File: config.mk
export PLATFORM = sky130hd
export DESIGN_NAME = systolic_feeder_2x2_flat
export DESIGN_NICKNAME = d
export VERILOG_FILES = /design/src/rtl/systolic_feeder_2x2_pkg.sv /design/src/rtl/systolic_feeder_2x2_if.sv /design/src/rtl/systolic_feeder_2x2_beat_mux.sv /design/src/rtl/systolic_feeder_2x2.sv /design/src/flat_wrapper.sv
export SDC_FILE = /design/constraint.sdc
export NUM_CORES = 1
export LEC_CHECK = 0
export BUFFER_PORTS_ARGS = -buffer_cell sky130_fd_sc_hd__buf_2
export CAP_MARGIN = 20
export CORE_MARGIN = 5
export CORE_UTILIZATION = 50
export DETAILED_ROUTE_END_ITERATION = 6
export PLACE_DENSITY = 0.77
export SLEW_MARGIN = 20
export SYNTH_ARGS = -nofsm -noshare
export SYNTH_HDL_FRONTEND = slang
export SYNTH_SLANG_ARGS = --single-unit
export TNS_END_PERCENT = 1
File: constraint.sdc
create_clock -name clk -period 1.9 [get_ports clk]
set_clock_uncertainty 0.2 [all_clocks]
set_input_delay 0 -clock clk [delete_from_list [all_inputs] [get_ports clk]]
set_output_delay 0 -clock clk [all_outputs]
set_load 0.05 [all_outputs]
File: src/rtl/systolic_feeder_2x2_pkg.sv
// ----------------------------------------------------------------------------
// systolic_feeder_2x2_pkg : shared state encoding and operand index constants
// Rev 1.0
// ----------------------------------------------------------------------------
`default_nettype none

package systolic_feeder_2x2_pkg;

  typedef enum logic [1:0] {
    ST_IDLE      = 2'd0,
    ST_ISSUE     = 2'd1,
    ST_GAP       = 2'd2,
    ST_WAIT_DONE = 2'd3
  } state_e;

  localparam int NUM_BEATS = 4;

  // Element slots within the packed matrix words, element 00 in the LSBs
  localparam int A00_IDX = 0;
  localparam int A01_IDX = 1;
  localparam int A10_IDX = 2;
  localparam int A11_IDX = 3;
  localparam int B00_IDX = 0;
  localparam int B01_IDX = 1;
  localparam int B10_IDX = 2;
  localparam int B11_IDX = 3;

endpackage

`default_nettype wire

File: src/rtl/systolic_feeder_2x2_if.sv
// ----------------------------------------------------------------------------
// systolic_feeder_2x2_if : upstream handshake and array-side operand bundle
// Rev 1.0
// ----------------------------------------------------------------------------
`default_nettype none

interface systolic_feeder_2x2_if #(
  parameter int DATA_W = 32
);
  logic                  in_valid;
  logic                  in_ready;
  logic [4*DATA_W-1:0]   a_flat;
  logic [4*DATA_W-1:0]   b_flat;
  logic                  load_out;
  logic [DATA_W-1:0]     row0_out;
  logic [DATA_W-1:0]     row1_out;
  logic [DATA_W-1:0]     col0_out;
  logic [DATA_W-1:0]     col1_out;
  logic                  arr_done;
  logic                  mat_done;
  logic                  timeout_err;

  modport slave (
    input  in_valid, a_flat, b_flat, arr_done,
    output in_ready, load_out, row0_out, row1_out, col0_out, col1_out,
           mat_done, timeout_err
  );

  modport master (
    output in_valid, a_flat, b_flat, arr_done,
    input  in_ready, load_out, row0_out, row1_out, col0_out, col1_out,
           mat_done, timeout_err
  );
endinterface

`default_nettype wire

File: src/rtl/systolic_feeder_2x2_beat_mux.sv
// ----------------------------------------------------------------------------
// feeder_beat_mux : maps beat index and captured A/B to skewed operands
// Rev 1.0
// ----------------------------------------------------------------------------
`default_nettype none

module feeder_beat_mux
  import systolic_feeder_2x2_pkg::*;
#(
  parameter int DATA_W = 32
) (
  input  logic [1:0]            beat_i,
  input  logic [4*DATA_W-1:0]   a_i,
  input  logic [4*DATA_W-1:0]   b_i,
  output logic [DATA_W-1:0]     row0_o,
  output logic [DATA_W-1:0]     row1_o,
  output logic [DATA_W-1:0]     col0_o,
  output logic [DATA_W-1:0]     col1_o
);

  always_comb begin
    row0_o = '0;
    row1_o = '0;
    col0_o = '0;
    col1_o = '0;
    case (beat_i)
      2'd0: begin
        row0_o = a_i[A00_IDX*DATA_W +: DATA_W];
        col0_o = b_i[B00_IDX*DATA_W +: DATA_W];
      end
      2'd1: begin
        row0_o = a_i[A01_IDX*DATA_W +: DATA_W];
        row1_o = a_i[A10_IDX*DATA_W +: DATA_W];
        col0_o = b_i[B10_IDX*DATA_W +: DATA_W];
        col1_o = b_i[B01_IDX*DATA_W +: DATA_W];
      end
      2'd2: begin
        row1_o = a_i[A11_IDX*DATA_W +: DATA_W];
        col1_o = b_i[B11_IDX*DATA_W +: DATA_W];
      end
      default: ;  // flush beat stays all zero
    endcase
  end

endmodule

`default_nettype wire

File: src/rtl/systolic_feeder_2x2.sv
// ----------------------------------------------------------------------------
// systolic_feeder_2x2 : skewed operand scheduler for the 2x2 systolic array
// Rev 1.0
// ----------------------------------------------------------------------------
`default_nettype none

module systolic_feeder_2x2
  import systolic_feeder_2x2_pkg::*;
#(
  parameter int DATA_W       = 32,
  parameter int BEAT_PERIOD  = 21,
  parameter int DONE_TIMEOUT = 255
) (
  input  logic                 clk,
  input  logic                 rst,
  systolic_feeder_2x2_if.slave bus
);

  localparam logic [7:0]  GAP_LAST   = 8'((BEAT_PERIOD > 1) ? BEAT_PERIOD - 2 : 0);
  localparam logic [15:0] TIMER_LAST = 16'(DONE_TIMEOUT - 1);
  localparam logic [1:0]  BEAT_LAST  = 2'(NUM_BEATS - 1);

  state_e                state_q, state_d;
  logic [1:0]            beat_q, beat_d;
  logic [7:0]            gap_q, gap_d;
  logic [15:0]           timer_q, timer_d;
  logic [4*DATA_W-1:0]   a_q, a_d, b_q, b_d;
  logic                  load_q, load_d;
  logic [DATA_W-1:0]     row0_q, row0_d, row1_q, row1_d;
  logic [DATA_W-1:0]     col0_q, col0_d, col1_q, col1_d;
  logic                  mat_done_q, mat_done_d;
  logic                  timeout_q, timeout_d;
  logic                  in_ready_q, in_ready_d;
  logic [DATA_W-1:0]     mux_row0, mux_row1, mux_col0, mux_col1;

  logic accept, done_hit, tmo_hit;

  assign accept   = (state_q == ST_IDLE) && in_ready_q && bus.in_valid;
  // arr_done has priority over an expiring timer
  assign done_hit = (state_q == ST_WAIT_DONE) && bus.arr_done;
  assign tmo_hit  = (state_q == ST_WAIT_DONE) && !bus.arr_done && (timer_q == TIMER_LAST);

  feeder_beat_mux #(.DATA_W(DATA_W)) u_beat_mux (
    .beat_i (beat_q),
    .a_i    (a_q),
    .b_i    (b_q),
    .row0_o (mux_row0),
    .row1_o (mux_row1),
    .col0_o (mux_col0),
    .col1_o (mux_col1)
  );

  always_ff @(posedge clk or negedge rst) begin
    if (!rst) begin
      state_q    <= ST_IDLE;
      beat_q     <= '0;
      gap_q      <= '0;
      timer_q    <= '0;
      a_q        <= '0;
      b_q        <= '0;
      load_q     <= 1'b0;
      row0_q     <= '0;
      row1_q     <= '0;
      col0_q     <= '0;
      col1_q     <= '0;
      mat_done_q <= 1'b0;
      timeout_q  <= 1'b0;
      in_ready_q <= 1'b1;
    end else begin
      state_q    <= state_d;
      beat_q     <= beat_d;
      gap_q      <= gap_d;
      timer_q    <= timer_d;
      a_q        <= a_d;
      b_q        <= b_d;
      load_q     <= load_d;
      row0_q     <= row0_d;
      row1_q     <= row1_d;
      col0_q     <= col0_d;
      col1_q     <= col1_d;
      mat_done_q <= mat_done_d;
      timeout_q  <= timeout_d;
      in_ready_q <= in_ready_d;
    end
  end

  always_comb begin
    state_d = state_q;
    beat_d  = beat_q;
    gap_d   = gap_q;
    timer_d = timer_q;
    a_d     = a_q;
    b_d     = b_q;
    case (state_q)
      ST_IDLE: begin
        if (accept) begin
          a_d     = bus.a_flat;
          b_d     = bus.b_flat;
          beat_d  = '0;
          state_d = ST_ISSUE;
        end
      end
      ST_ISSUE: begin
        beat_d  = beat_q + 2'd1;
        gap_d   = '0;
        timer_d = '0;
        if (beat_q == BEAT_LAST)    state_d = ST_WAIT_DONE;
        else if (BEAT_PERIOD == 1)  state_d = ST_ISSUE;
        else                        state_d = ST_GAP;
      end
      ST_GAP: begin
        if (gap_q == GAP_LAST) state_d = ST_ISSUE;
        else                   gap_d   = gap_q + 8'd1;
      end
      ST_WAIT_DONE: begin
        if (done_hit || tmo_hit) begin
          state_d = ST_IDLE;
          a_d     = '0;
          b_d     = '0;
          beat_d  = '0;
        end else begin
          timer_d = timer_q + 16'd1;
        end
      end
    endcase
  end

  always_comb begin
    load_d     = 1'b0;
    row0_d     = row0_q;
    row1_d     = row1_q;
    col0_d     = col0_q;
    col1_d     = col1_q;
    mat_done_d = 1'b0;
    timeout_d  = 1'b0;
    in_ready_d = (state_q == ST_IDLE) && !accept;
    if (state_q == ST_ISSUE) begin
      load_d = 1'b1;
      row0_d = mux_row0;
      row1_d = mux_row1;
      col0_d = mux_col0;
      col1_d = mux_col1;
    end else if (done_hit || tmo_hit) begin
      row0_d     = '0;
      row1_d     = '0;
      col0_d     = '0;
      col1_d     = '0;
      mat_done_d = done_hit;
      timeout_d  = tmo_hit;
    end
  end

  assign bus.in_ready    = in_ready_q;
  assign bus.load_out    = load_q;
  assign bus.row0_out    = row0_q;
  assign bus.row1_out    = row1_q;
  assign bus.col0_out    = col0_q;
  assign bus.col1_out    = col1_q;
  assign bus.mat_done    = mat_done_q;
  assign bus.timeout_err = timeout_q;

endmodule

`default_nettype wire
File: src/flat_wrapper.sv
// flat-port wrapper written by rule: the top's interface ports become plain ports
module systolic_feeder_2x2_flat import systolic_feeder_2x2_pkg::*;
#(
  parameter int DATA_W       = 32,
  parameter int BEAT_PERIOD  = 21,
  parameter int DONE_TIMEOUT = 255
)
  (clk, rst, bus_in_valid, bus_a_flat, bus_b_flat, bus_arr_done, bus_in_ready, bus_load_out, bus_row0_out, bus_row1_out, bus_col0_out, bus_col1_out, bus_mat_done, bus_timeout_err);
  systolic_feeder_2x2_if #(.DATA_W(DATA_W)) bus_i ();
  input  logic clk;
  input  logic rst;
  input wire logic [$bits(bus_i.in_valid)-1:0] bus_in_valid;
  input wire logic [$bits(bus_i.a_flat)-1:0] bus_a_flat;
  input wire logic [$bits(bus_i.b_flat)-1:0] bus_b_flat;
  input wire logic [$bits(bus_i.arr_done)-1:0] bus_arr_done;
  output wire logic [$bits(bus_i.in_ready)-1:0] bus_in_ready;
  output wire logic [$bits(bus_i.load_out)-1:0] bus_load_out;
  output wire logic [$bits(bus_i.row0_out)-1:0] bus_row0_out;
  output wire logic [$bits(bus_i.row1_out)-1:0] bus_row1_out;
  output wire logic [$bits(bus_i.col0_out)-1:0] bus_col0_out;
  output wire logic [$bits(bus_i.col1_out)-1:0] bus_col1_out;
  output wire logic [$bits(bus_i.mat_done)-1:0] bus_mat_done;
  output wire logic [$bits(bus_i.timeout_err)-1:0] bus_timeout_err;
  assign bus_i.in_valid = bus_in_valid;
  assign bus_i.a_flat = bus_a_flat;
  assign bus_i.b_flat = bus_b_flat;
  assign bus_i.arr_done = bus_arr_done;
  assign bus_in_ready = bus_i.in_ready;
  assign bus_load_out = bus_i.load_out;
  assign bus_row0_out = bus_i.row0_out;
  assign bus_row1_out = bus_i.row1_out;
  assign bus_col0_out = bus_i.col0_out;
  assign bus_col1_out = bus_i.col1_out;
  assign bus_mat_done = bus_i.mat_done;
  assign bus_timeout_err = bus_i.timeout_err;
  systolic_feeder_2x2 #(.DATA_W(DATA_W), .BEAT_PERIOD(BEAT_PERIOD), .DONE_TIMEOUT(DONE_TIMEOUT)) u_core (.clk(clk), .rst(rst), .bus(bus_i));
endmodule
==> summary.txt <==
Outcome
  – Status: finished with violations
  – Violated checks: design-rule violations, negative setup slack

Min path
  – Worst hold path cell count: 4
  – Hold Startpoint: bus_b_flat[19]
  – Hold endpoint: u_core.b_q[19]
  – Hold Crit Class: input port to flip-flop

Pwr
  – PwrDens: 1594 nW/um^2
  – Overall Power: 0.04469 W
  – Peak supply drop: 1.186 mV
  – Static Leak: 12.38 nW

Routing
  – Routed WL per cell: 25.06 um
  – Number of remaining DRC errors: 1
  – Detailed Route Iter0 Violations: 2337
  – Routed vias/inst: 6.405
  – 1st-pass router iterations: 7
  – Final wirelength: 76210 um
  – Vias: 19478
  – Final ANT Viol Nets: 0

Synthesis
  – Seq/Total Area, Yosys: 53.45%
  – Syn_nets: 2062
  – Largest cells by area after synthesis: dfrtp_1 53%, mux2i_1 13%, a21oi_1 8.3%
  – Post-synth top flop: dfrtp_1
  – Synth top cells by count: 415 x dfrtp_1, 324 x a21oi_1, 256 x mux2i_1
  – Synth Area in Simple Gates: 5.030%
  – Count leader, synth: dfrtp_1
  – Mapped Cells: 1795
  – Yosys top cell area share: 53.31%
  – Netlist Area Pre-Place: 19480 sq um
  – Cell taking the most area after synthesis: dfrtp_1
  – Post-synth EDFFs: 0
  – Combinational family with the most area after synthesis: compound AO/OA/AOI/OAI gates
  – Yosys warns: 0
  – Adder-cell share of the synthesized area: 0.4496%
  – Mux share of post-synthesis cell area: 13.33%
  – Async SR Flop Fraction: 100.0%
  – Synthesized area per cell: 10.85 sq um
  – Synth cell types: 60
  – XOR/XNOR Fraction of Synth Area: 0%
  – FF+latch count, synth: 416
  – Synth Area in Compound Gates: 22.91%

Clock network
  – Root Buffer: clkbuf_16
  – H-tree levels: 2
  – Worst skew pair latency: 0.57 ns
  – CTS tree: done
  – Cts bufs inserted: 45
  – Clock slew at reported path FFs: 0.07 ns
  – Maximum clock path buffer count: 3
  – Clk sinks: 416

Setup path
  – Slowest cell on crit path: dfstp_2
  – Bufs and invs on worst path: 2
  – Startpoint types: flip-flop
  – Cell breakdown of the critical path: nand2_2 -> nor3_4 -> buf_12 -> buf_12 -> mux2i_1 -> a21oi_1
  – Register-to-Register Path Depth: 6
  – Crit path capture type: flip-flop
  – Worst reg2reg startpoint: u_core.bus.in_ready
  – CP Class: flip-flop to flip-flop
  – Crit path max fanout: 20
  – Critical path startpoint: u_core.bus.in_ready
  – RR Endpoint: u_core.a_q[123]
  – Most frequent CP cell: buf_12
  – Delay-heaviest family, CP: flip-flops
  – Worst R2R Setup Slack: -0.25 ns
  – Crit path arrival time: 2.39 ns
  – Req. time, crit path: 2.13 ns
  – Max incr delay on CP: 0.53 ns

Floorplan
  – Die H: 207.4 um
  – Die area: 43000 sq um
  – Initial Util: 50.52%
  – Core area: 38560 sq um
  – Site row count: 72
  – I/O pin count: 392
  – Die W: 207.4 um

Place
  – I/O Buffers: 391
  – Placed wire-length estimate: 39310 um
  – Post-placement setup slack: -0.2285 ns
  – Gpl congestion: 0.8777
  – DP Area: 22920 sq um

Finish
  – Fin area: 28030 sq um
  – Layout cells sized above 1: 31.13%
  – Area of the multi-input gates: 8426 sq um
  – P&R area growth vs syn: 43.91%
  – Filler cells: 2416
  – Reg area: 10420 sq um
  – Nets: 2748
  – Final Util: 72.70%

Timing
  – Tcrit/Tclk final: 113.2%
  – Fin. Hold Viols: 0
  – Least-Margin Pin Slew: 0.6310 ns
  – Peak Freq: 464.8 MHz
  – Max-slew headroom: 57.93%
  – Final worst setup slack: -0.2515 ns
  – Final Max Tran Viols: 0
  – Tmin final: 2.152 ns
  – Final setup viols: 400
  – RSZ-0062 raised after global routing: true
  – Setup_tns: -59.99 ns

Global routing
  – Total grt overflow: 0
  – Largest net degree at the start of global routing: 78
  – First-pass GRT wire length: 112200 um
  – GRT Util Overall: 32.08%
  – Antenna violations before repair: 8
  – Vias in the first global route: 19757

Run
  – Max_cap viols: 0
-- layout by cell type, fill, tap and decap left out, types with 14 or more instances in the layout --
master,instances
dfrtp_1,413
buf_2,390
a21oi_1,294
dlygate4sd3_1,260
mux2i_1,252
a22oi_1,128
buf_4,86
nor2_1,81
nand2_1,81
o2bb2ai_1,66
a31o_2,65
clkbuf_16,62
o21ai_1,48
buf_12,47
a21oi_2,30
o21ai_2,14
-- repair_timing --
| action | 4_1_cts | 5_1_grt |
|---|---|---|
| hold buffers | 261 | 0 |
| pin swaps | 13 | 27 |
| resized for setup | 62 | 108 |
| endpoints found under the hold margin | 750 | 0 |
| setup endpoints to repair | 403 | 408 |
| gates cloned | 5 | 17 |
| buffers inserted | 6 | 3 |
-- worst register-to-register path, cell delays in order, from the launching register on --
cell,delay (ns)
dfstp_2,0.53
nand2_2,0.06
nor3_4,0.29
buf_12,0.29
buf_12,0.25
mux2i_1,0.30
a21oi_1,0.11
-- stage by stage --
stage,std cells,hold WS [ns]
after floorplan,1795,-0.4956
after global placement,2662,-0.2560
after detailed placement,2662,-0.2599
after CTS,3015,0.02492
after global routing,3041,0.06864
final,3041,0.05952
-- layer usage --
| layer | GRT usage, % | wire length, um | share of wire (%) | vias up |
|---|---|---|---|---|
| li1 | - | - | - | 8049 |
| met2 | 53.20 | 36930 | 48 | 1480 |
| met5 | 0 | 0 | 0 | - |
| met3 | 5.607 | 6692 | 8.8 | 407 |
| met1 | 39.94 | 27410 | 36 | 9542 |
| met4 | 18.10 | 5173 | 6.8 | 0 |
-- area by class of cell --
class,count,area share (%)
flip-flops and latches,416,37.16
multi-input cells,1183,30.06
repair buffers,823,25.05
clock buffers,72,4.995
well taps,518,2.312
clock inverters,9,0.1830
inverters,12,0.1696
diodes,8,0.07142
-- state kept, by name (all words and copies together) (netlist names) --
register and count:
u_core.b_q 128, u_core.a_q 128, u_core.bus.row1_out 32, u_core.bus.col0_out 32
u_core.timer_q 16, u_core.bus.col1_out 32, u_core.gap_q 8, u_core.bus.load_out 1
u_core.state_q 2, u_core.bus.in_ready 1, u_core.beat_q 2, u_core.bus.timeout_err 1
u_core.bus.row0_out 32, u_core.bus.mat_done 1
-- cell families (layout without fill, tap and decap cells) --
| kind of cell | after synthesis | in the layout |
|---|---|---|
| and+or+nand+nor | 220 | 220 |
| adders and majority gates | 7 | 7 |
| buffers and inverters | 196 | 916 |
| DFF | 416 | 416 |
| other | 0 | 8 |
| AOI/OAI and AO/OA | 697 | 697 |
| muxes | 259 | 259 |
-- where the power goes --
part	total, W	internal (W)	switching (W)
combinational	0.0210	0.00715	0.0139
sequential	0.0149	0.0122	0.00273
clock	0.00875	0.00504	0.00371
total	0.0447	0.0244	0.0203
-- how the worst max path moves through the flow --
stage / endpoint / cells past startpoint
2_1_floorplan: u_core.a_q[100] / 9
4_1_cts: u_core.bus.row1_out[0] / 10
5_1_grt: u_core.bus.row1_out[14] / 9
3_3_place_gp: u_core.bus.row1_out[17] / 8
6_report: u_core.a_q[123] / 6
3_5_place_dp: u_core.bus.row1_out[12] / 8
(Power assumes the default switching activity.)
